[src/rtl/exec_seq_pkg.sv]
// Shared execution-state definitions for the decoder and the execution sequencer.
// Latency: none (types, constants and pure functions only).
// Backpressure: not applicable.
package exec_seq_pkg;

    // Execution states; WD is the W$ state of the original machine.
    typedef enum logic [3:0] {
        IDLE, PP, WE, WA, WP, WR, WM, WW, WX, WZ, WD, FP, KC
    } exec_state_t;

    // Width of the one-hot state bus seen by the decoder (IDLE and KC have no bit).
    localparam int unsigned ST_W  = 11;

    // Bit positions of each state inside the one-hot state bus.
    localparam int unsigned OH_PP = 0;
    localparam int unsigned OH_WE = 1;
    localparam int unsigned OH_WA = 2;
    localparam int unsigned OH_WP = 3;
    localparam int unsigned OH_WR = 4;
    localparam int unsigned OH_WM = 5;
    localparam int unsigned OH_WW = 6;
    localparam int unsigned OH_WX = 7;
    localparam int unsigned OH_WZ = 8;
    localparam int unsigned OH_WD = 9;
    localparam int unsigned OH_FP = 10;

    function automatic logic [ST_W-1:0] state_onehot(input exec_state_t s);
        logic [ST_W-1:0] oh;
        oh = '0;
        case (s)
            PP:      oh[OH_PP] = 1'b1;
            WE:      oh[OH_WE] = 1'b1;
            WA:      oh[OH_WA] = 1'b1;
            WP:      oh[OH_WP] = 1'b1;
            WR:      oh[OH_WR] = 1'b1;
            WM:      oh[OH_WM] = 1'b1;
            WW:      oh[OH_WW] = 1'b1;
            WX:      oh[OH_WX] = 1'b1;
            WZ:      oh[OH_WZ] = 1'b1;
            WD:      oh[OH_WD] = 1'b1;
            FP:      oh[OH_FP] = 1'b1;
            default: oh = '0;
        endcase
        return oh;
    endfunction

    // States that run the STROB1/STROB2 phase sequence.
    function automatic logic is_strobed(input exec_state_t s);
        return !(s inside {IDLE, FP, KC});
    endfunction

    // States that perform a bus transfer and wait for mem_ok.
    function automatic logic is_mem(input exec_state_t s);
        return s inside {WR, WW, WM};
    endfunction

endpackage

[src/rtl/exec_seq_phase_timer.sv]
// Phase timer: STROB1 -> optional memory wait -> STROB2, plus bus request and timeout.
// Latency: restart takes effect next cycle; strobes and mem_req are flop outputs.
// Backpressure: the wait phase holds until mem_ok; tmo_o fires after MEM_TMO wait cycles.
module exec_seq_phase_timer
    import exec_seq_pkg::*;
#(
    parameter int unsigned S1_CYC  = 2,
    parameter int unsigned S2_CYC  = 2,
    parameter int unsigned MEM_TMO = 255,
    parameter int unsigned CW      = 8
) (
    input  logic clk_i,
    input  logic rst_n_i,
    input  logic restart_i,
    input  logic mem_i,
    input  logic stop_i,
    input  logic mem_ok_i,
    output logic strob1_o,
    output logic strob2_o,
    output logic mem_req_o,
    output logic done_s2_o,
    output logic tmo_o
);

    localparam logic [CW-1:0] S1_LAST  = CW'(S1_CYC - 1);
    localparam logic [CW-1:0] S2_LAST  = CW'(S2_CYC - 1);
    localparam logic [CW-1:0] TMO_LAST = CW'(MEM_TMO - 1);
    localparam logic [CW-1:0] CNT_SAT  = {CW{1'b1}};

    logic          s1_q, s1_d;
    logic          wt_q, wt_d;
    logic          s2_q, s2_d;
    logic          req_q, req_d;
    logic          ok_q, ok_d;      // transfer acknowledged (always set for non-memory states)
    logic [CW-1:0] cnt_q, cnt_d;    // cycles spent in the current phase, saturating
    logic          done_s1;
    logic          got_ok;

    assign done_s1   = s1_q && (cnt_q == S1_LAST);
    assign done_s2_o = s2_q && (cnt_q == S2_LAST);
    // mem_ok in the final wait cycle still wins over the alarm.
    assign tmo_o     = wt_q && !mem_ok_i && (cnt_q >= TMO_LAST);
    assign got_ok    = ok_q | (req_q & mem_ok_i);

    assign strob1_o  = s1_q;
    assign strob2_o  = s2_q;
    assign mem_req_o = req_q;

    // Phase sequencing: restart begins STROB1, stop parks the timer, otherwise advance phases.
    always_comb begin
        s1_d  = s1_q;
        wt_d  = wt_q;
        s2_d  = s2_q;
        req_d = req_q;
        ok_d  = ok_q;
        cnt_d = (cnt_q == CNT_SAT) ? cnt_q : cnt_q + 1'b1;
        if (restart_i) begin
            s1_d  = 1'b1;
            wt_d  = 1'b0;
            s2_d  = 1'b0;
            req_d = mem_i;
            ok_d  = !mem_i;
            cnt_d = '0;
        end else if (stop_i) begin
            s1_d  = 1'b0;
            wt_d  = 1'b0;
            s2_d  = 1'b0;
            req_d = 1'b0;
            ok_d  = 1'b0;
            cnt_d = '0;
        end else begin
            // A reply drops the request at once and is remembered for the end of STROB1.
            if (req_q && mem_ok_i) begin
                req_d = 1'b0;
                ok_d  = 1'b1;
            end
            if (done_s1) begin
                s1_d  = 1'b0;
                cnt_d = '0;
                if (got_ok) begin
                    s2_d = 1'b1;
                end else begin
                    wt_d = 1'b1;
                end
            end else if (wt_q && mem_ok_i) begin
                wt_d  = 1'b0;
                s2_d  = 1'b1;
                cnt_d = '0;
            end
        end
    end

    // Phase registers.
    always_ff @(posedge clk_i) begin
        if (!rst_n_i) begin
            s1_q  <= 1'b0;
            wt_q  <= 1'b0;
            s2_q  <= 1'b0;
            req_q <= 1'b0;
            ok_q  <= 1'b0;
            cnt_q <= '0;
        end else begin
            s1_q  <= s1_d;
            wt_q  <= wt_d;
            s2_q  <= s2_d;
            req_q <= req_d;
            ok_q  <= ok_d;
            cnt_q <= cnt_d;
        end
    end

endmodule

[src/rtl/exec_seq.sv]
// Execution-phase sequencer: one-hot exec state, STROB1/STROB2 timing, memory handshake.
// Latency: all outputs registered; a request sampled on the last STROB2 cycle acts next cycle.
// Backpressure: memory states stall in a wait phase until mem_ok or the MEM_TMO alarm.
module exec_seq
    import exec_seq_pkg::*;
#(
    parameter int unsigned S1_CYC  = 2,
    parameter int unsigned S2_CYC  = 2,
    parameter int unsigned MEM_TMO = 255
) (
    input  logic clk_sys_i,
    input  logic clr_n_i,
    input  logic start_i,
    input  logic ewa_i,
    input  logic ewe_i,
    input  logic ewp_i,
    input  logic ewr_i,
    input  logic ewm_i,
    input  logic eww_i,
    input  logic ewx_i,
    input  logic ewz_i,
    input  logic ewd_i,
    input  logic efp_i,
    input  logic ekc_1_i,
    input  logic ekc_2_i,
    input  logic mem_ok_i,
    input  logic fp_done_i,
    output logic pp_o,
    output logic we_o,
    output logic wa_o,
    output logic wp_o,
    output logic wr_o,
    output logic wm_o,
    output logic ww_o,
    output logic wx_o,
    output logic wz_o,
    output logic wd_o,
    output logic fp_o,
    output logic strob1_o,
    output logic strob2_o,
    output logic mem_req_o,
    output logic kc_o,
    output logic alm_nomem_o,
    output logic seq_err_o
);

    localparam int unsigned S_MAX = (S1_CYC > S2_CYC) ? S1_CYC : S2_CYC;
    localparam int unsigned T_MAX = (S_MAX > MEM_TMO) ? S_MAX : MEM_TMO;
    localparam int unsigned CW    = $clog2(T_MAX + 1);

    exec_state_t     state_q, state_d, req_state;
    logic [ST_W-1:0] oh_q;
    logic            kc_q;
    logic            alm_q, alm_d;
    logic            err_q, err_d;
    logic [10:0]     req_vec;
    logic            req_one;
    logic            done_s2;
    logic            tmo;
    logic            restart;
    logic            stop;

    // Priority encoder over the decoder's enter-state requests (ekc_1|ekc_2 is one request).
    always_comb begin
        req_vec   = {ekc_1_i | ekc_2_i, efp_i, ewr_i, eww_i, ewm_i,
                     ewa_i, ewe_i, ewp_i, ewx_i, ewz_i, ewd_i};
        req_one   = $onehot(req_vec);
        req_state = KC;
        if      (req_vec[10]) req_state = KC;
        else if (efp_i)       req_state = FP;
        else if (ewr_i)       req_state = WR;
        else if (eww_i)       req_state = WW;
        else if (ewm_i)       req_state = WM;
        else if (ewa_i)       req_state = WA;
        else if (ewe_i)       req_state = WE;
        else if (ewp_i)       req_state = WP;
        else if (ewx_i)       req_state = WX;
        else if (ewz_i)       req_state = WZ;
        else if (ewd_i)       req_state = WD;
    end

    // Next-state and sticky flag logic.
    always_comb begin
        state_d = state_q;
        alm_d   = alm_q;
        err_d   = err_q;
        case (state_q)
            IDLE: begin
                if (start_i) begin
                    state_d = PP;
                    alm_d   = 1'b0;
                    err_d   = 1'b0;
                end
            end
            FP: begin
                if (fp_done_i) state_d = KC;
            end
            KC: begin
                state_d = IDLE;
            end
            default: begin
                if (tmo) begin
                    state_d = KC;
                    alm_d   = 1'b1;
                end else if (done_s2) begin
                    state_d = req_state;
                    if (!req_one) err_d = 1'b1;
                end
            end
        endcase
    end

    // Re-entering the same state still restarts the phase timer.
    assign restart = is_strobed(state_d) && ((state_d != state_q) || done_s2);
    assign stop    = !is_strobed(state_d);

    exec_seq_phase_timer #(
        .S1_CYC  (S1_CYC),
        .S2_CYC  (S2_CYC),
        .MEM_TMO (MEM_TMO),
        .CW      (CW)
    ) u_timer (
        .clk_i     (clk_sys_i),
        .rst_n_i   (clr_n_i),
        .restart_i (restart),
        .mem_i     (is_mem(state_d)),
        .stop_i    (stop),
        .mem_ok_i  (mem_ok_i),
        .strob1_o  (strob1_o),
        .strob2_o  (strob2_o),
        .mem_req_o (mem_req_o),
        .done_s2_o (done_s2),
        .tmo_o     (tmo)
    );

    // State register with registered one-hot and kc outputs.
    always_ff @(posedge clk_sys_i) begin
        if (!clr_n_i) begin
            state_q <= IDLE;
            oh_q    <= '0;
            kc_q    <= 1'b0;
            alm_q   <= 1'b0;
            err_q   <= 1'b0;
        end else begin
            state_q <= state_d;
            oh_q    <= state_onehot(state_d);
            kc_q    <= (state_d == KC);
            alm_q   <= alm_d;
            err_q   <= err_d;
        end
    end

    assign pp_o        = oh_q[OH_PP];
    assign we_o        = oh_q[OH_WE];
    assign wa_o        = oh_q[OH_WA];
    assign wp_o        = oh_q[OH_WP];
    assign wr_o        = oh_q[OH_WR];
    assign wm_o        = oh_q[OH_WM];
    assign ww_o        = oh_q[OH_WW];
    assign wx_o        = oh_q[OH_WX];
    assign wz_o        = oh_q[OH_WZ];
    assign wd_o        = oh_q[OH_WD];
    assign fp_o        = oh_q[OH_FP];
    assign kc_o        = kc_q;
    assign alm_nomem_o = alm_q;
    assign seq_err_o   = err_q;

endmodule

[config.mk]
export PLATFORM = sky130hd
export DESIGN_NAME = exec_seq
export DESIGN_NICKNAME = d
export VERILOG_FILES = /design/src/rtl/exec_seq_pkg.sv /design/src/rtl/exec_seq_phase_timer.sv /design/src/rtl/exec_seq.sv
export SDC_FILE = /design/constraint.sdc
export NUM_CORES = 1
export LEC_CHECK = 0
export CAP_MARGIN = 20
export CORE_ASPECT_RATIO = 1.5
export CORE_MARGIN = 5
export CORE_UTILIZATION = 65
export DETAILED_ROUTE_END_ITERATION = 10
export DONT_BUFFER_PORTS = 1
export GPL_TIMING_DRIVEN = 0
export PLACE_DENSITY = 0.86
export SYNTH_ARGS = -nofsm -noshare
export SYNTH_HDL_FRONTEND = slang
export SYNTH_SLANG_ARGS = --single-unit
[constraint.sdc]
create_clock -name clk_sys_i -period 6.45 [get_ports clk_sys_i]
set_input_delay 0.9675 -clock clk_sys_i [delete_from_list [all_inputs] [get_ports clk_sys_i]]
set_output_delay 0.9675 -clock clk_sys_i [all_outputs]
set_load 0.005 [all_outputs]
== Word-level counts from Yosys, hierarchy flattened ==
Cells that the tools add are included.

* Flip-flop bits (word level): 31
* Input port bits: 17
* Output and inout bits: 17

* Add/subtract/negate cells: 11
* $lt $le $gt $ge: 1
* Equal/unequal tests: 23
* Muxes and demuxes: 49
* Bitwise gates (word level): 5
* Reductions and logical operators: 27

{| class="wikitable"
|+ Operator list
! operator !! count
|-
| $mux 4 || 12
|-
| $mux 1 || 31
|-
| $eq 4x4->1 const B || 7
|-
| $eq 4x3->1 const B || 4
|-
| $pmux 4 s3 || 1
|-
| $reduce_bool 3->1 || 4
|-
| $add 1x1->2 || 5
|-
| $mux 3 || 3
|-
| $add 8x1->8 const B || 1
|-
| $eq 4x1->1 const B || 2
|-
| $eq 4x2->1 const B || 2
|-
| $eq 8x1->1 const B || 1
|-
| $eq 8x8->1 const B || 1
|-
| $ge 8x8->1 const B || 1
|-
| $logic_not 4->1 || 2
|-
| $logic_and 1x1->1 || 7
|-
| $add 2x2->3 || 2
|-
| $ne 2x2->1 const B || 3
|-
| $reduce_bool 2->1 || 3
|-
| $reduce_and 5->1 || 1
|-
| $reduce_or 5->1 || 1
|-
| $add 3x3->4 || 1
|-
| $add 4x3->4 || 1
|-
| $ne 2x1->1 const B || 2
|-
| 12 further kinds || 18
|}

== Logic depth before layout (Yosys ltp) ==
* Word-level depth: 19
* Mapped depth: 12
* Mapped depth without buffers: 11

== Hierarchy ==
A second synthesis with hierarchy kept.

* Cells, all modules: 224
* Area, all modules: 1986.9 µm²

{| class="wikitable"
|+ By module, submodules not included
! module !! times used !! cells an instance !! area each (µm²)
|-
| exec_seq || 1 || 142 || 1203.7
|-
| exec_seq_phase_timer || 1 || 82 || 783.3
|}

== Least setup slack after synthesis ==
No wires, ideal clock.

* Kind: input port to flip-flop
* Start point: input port ewa_i
* End point: register err_q, in the netlist seq_err_o
* Library setup time: 0.117 ns
* Arrival: 3.759 ns
* Data required time: 6.333 ns
* Path slack: 2.574 ns
* Stages on the path: 11
* Path buffers: 0
* Path through: fa_1 > inv_1 > fa_1 > fa_1 > inv_1 > fa_1 > fa_1 > mux2_2 > nand3b_1 > a31oi_1 > nor2_1

* Word-level cells in the longest chain between the ends: 7

{| class="wikitable"
|+ RTL lines
! what !! line !! source
|-
| start: declaration || exec_seq.sv:14 || <nowiki>input logic ewa_i,</nowiki>
|-
| $add 1x1->2 (implied by the code) || exec_seq.sv:67 || <nowiki>req_one = $onehot(req_vec);</nowiki>
|-
| $add 2x2->3 (implied by the code) || exec_seq.sv:67 ||
|-
| $add 3x3->4 (implied by the code) || exec_seq.sv:67 ||
|-
| $add 4x3->4 (implied by the code) || exec_seq.sv:67 ||
|-
| $eq 4x1->1 || exec_seq.sv:67 ||
|-
| $ne 2x1->1 (no line) || - ||
|-
| $reduce_and 5->1 (no line) || - ||
|-
| end signal: assignment || exec_seq.sv:149 || <nowiki>err_q <= err_d;</nowiki>
|-
| end: declaration || exec_seq.sv:55 || <nowiki>logic err_q, err_d;</nowiki>
|}

No other way between the ends.
A chain may end at the register's enable or synchronous reset.

== Final worst setup path ==
Same ends and word-level chain as after synthesis.

==> impl_metrics.toml <==
[status]
status = "completed"

[setup_path]
crit_path_end_kind = "flop"
required_ns = 6.62
startpoint_type = "input port"
crit_start = "ewa_i"
crit_end = "seq_err_o$_SDFFE_PN0P_"
cp_max_fo = 4
crit_type = "input port to flop"
r2r_setup_slack_ns = 3.73
worstPathArrival_ns = 3.92
r2r_end = "u_timer.ok_q$_SDFFE_PN0P_"
reg2reg_from = "u_timer.cnt_q[0]$_SDFFE_PP0P_"
r2r_cells = 10

[timing]
worst_hold_slack_ns = 0.5021
max_freq_ghz = 0.2669
slew_viol_final = 0
fin_crit_sh_pct = 58.09
setup_violations = 0
relSlewSlack_pct = 58.90
finClkSkew_ns = 0.007626
setup_tns_ns = 0
tightestPinTransition_ns = 0.6010
period_minus_slack_ns = 3.747
rsz0062_at_grt = "no"
hold_viol = 0

[grt]
grt_start_max_net_pins = 11
antenna_found_initial = 0
grt_pass1_vias = 1561
gr-total-overflow = 0
grt_pass1_wl_um = 6858
grt_usage_pct = 23.43

[clock_tree]
ctsResizeCount = 0
clk_pin_slew_ns = 0.07
root_buffer = "clkbuf_8"
clk_path_buf_depth = 2
h-tree-depth = 2
cts_inserted_buffers = 5
clkLatencyLatePin_ns = 0.28
cts.sinks = 31
cts_tree = "done"
post-cts-setup-buffer-count = 0
ctsHoldBuffers = 0

[yosys]
synthTopCellsByArea = "dfxtp_1 35%, fa_1 7.8%, nor2_1 5.8%"
synth.top_cell.area_share_pct = 34.52
syn_nets = 235
ys_types = 51
yosysSeqAreaShare_pct = 34.52
synth_warnings = 0
ys_seq_elements = 31
syn_area_per_cell_um2 = 8.686
syn_area_mm2 = 0.001798
syn_inst = 207
netlist_top_cells_count = "31 x dfxtp_1, 28 x nor2_1, 17 x a21oi_1, 17 x nand2_1, 16 x inv_1"
ys_async_sr_fraction_pct = 0
synth_edf_count = 0
synthFlopType = "dfxtp_1"
yosysTopAreaCell = "dfxtp_1"
synth_most_common_cell = "dfxtp_1"

[floorplanning]
die_h_um = 74.42
die_w_um = 52.94
die_area_mm2 = 0.003940
coreArea_mm2 = 0.002676
num_rows = 23
initial_utilization_pct = 67.18
pin_count = 34

[layout]
syn_to_final_growth_pct = 8.351
drive_gt1_share_pct = 13.02
diodes = 0
post-route-cell-area_mm2 = 0.001948
nets = 242
layout.cells.non_filler = 252
fin_util_pct = 72.79

[placed_design]
gp_congestion = 0.8824
dpl-instance-area_mm2 = 0.001844
place_inst = 244
port_buffers = 0
dpl.hpwl_um = 3111

[route]
routed_wl_um = 4057
dr_total_vias = 1525
drt_iter0_drc = 46
detail-route-antenna-nets = 0
route.detailed.drc = 0
wire_per_inst_um = 16.10
via_per_inst = 6.052
first_pass_iters = 4

[pwr]
ir_drop_mv = 0.2127
leakage_nw = 0.7331
p_per_area_mw_per_mm2 = 240.6

[min_path]
hold_class = "flop to flop"
min_from = "alm_nomem_o$_SDFFE_PN0P_"
holdPathStages = 2

[run]
cap_viol_max_count = 0
[layer usage]
layer / vias up / global-route usage (%) / routed length [um]
met4: 0 / 10.51 / 86
met2: 52 / 43.09 / 2291
met3: 9 / 6.012 / 216
met5: - / 0 / 0
met1: 719 / 24.30 / 1463
li1: 745 / - / -
[where the power goes]
part / switching (mW) / total, mW / leakage (nW) / internal [mW]
sequential: 0.00685 / 0.204 / 0.251 / 0.197
clock: 0.0688 / 0.166 / 0.0505 / 0.0969
combinational: 0.0563 / 0.0990 / 0.432 / 0.0427
[worst max-delay path, stage by stage]
cell      delay, ns
fa_1           0.52
inv_1          0.05
fa_1           0.48
fa_1           0.49
inv_1          0.05
fa_1           0.40
fa_1           0.39
mux2_2         0.23
nand3b_1       0.09
a31oi_1        0.19
nor2_1         0.06
[area by class of cell]
class | count | area (um2)
well taps | 37 | 46.29
multi-input cells | 157 | 1094
clock inverters | 1 | 7.507
fillers | 218 | 728.2
flip-flops and latches | 31 | 620.6
plain buffers | 3 | 23.77
inverters | 16 | 60.06
clock buffers | 7 | 96.34
[metrics by stage]
step	worst slack [ns]	power, mW
after floorplan	2.574	0.2857
final	2.703	0.4686
after detailed placement	2.394	0.3076
after CTS	2.678	0.4733
after global placement	2.475	0.3006
after global routing	2.596	0.4954
[flip-flops by register name, summed over array words and instances (netlist names)]
name / count
u_timer.mem_req_o: 1
u_timer.ok_q: 1
seq_err_o: 1
oh_q: 11
u_timer.strob2_o: 1
u_timer.strob1_o: 1
u_timer.cnt_q: 8
u_timer.wt_q: 1
kc_o: 1
state_q: 4
alm_nomem_o: 1
[how the worst min path moves through the flow]
stage                               endpoint
floorplan           alm_nomem_o$_SDFFE_PN0P_
global placement    alm_nomem_o$_SDFFE_PN0P_
detailed placement  alm_nomem_o$_SDFFE_PN0P_
CTS                 alm_nomem_o$_SDFFE_PN0P_
global route        alm_nomem_o$_SDFFE_PN0P_
finish              alm_nomem_o$_SDFFE_PN0P_
[placed cells by master, fill, tap and decap left out, drive strengths merged, types with 2 or more instances in the layout]
master   synthesis  routed
nand3           10      10
ha               4       4
nor2b            3       3
a211o            2       2
nor4b            3       3
fa               7       7
a2111oi          2       2
buf              3       3
inv             16      16
xor2             2       2
nand3b           2       2
nand2b           3       3
nand2           17      17
a21oi           17      17
nor3            12      12
a31oi            3       3
o21ai           11      11
xnor2            3       3
clkbuf           0       7
dfxtp           31      31
nor2            28      28
o2111ai          2       2
nor4             2       2
and3             4       4
or3              5       5
[cells by family after synthesis]
kind of cell / after synthesis / share of synthesized area, %
buf+inv: 19 / 4.662
compound gates: 46 / 17.47
fa+ha+maj: 11 / 10.58
simple gates: 94 / 29.72
flops: 31 / 34.52
xor+xnor: 5 / 2.436
mux: 1 / 0.6263
No activity file was read; power rests on OpenSTA's default activity.
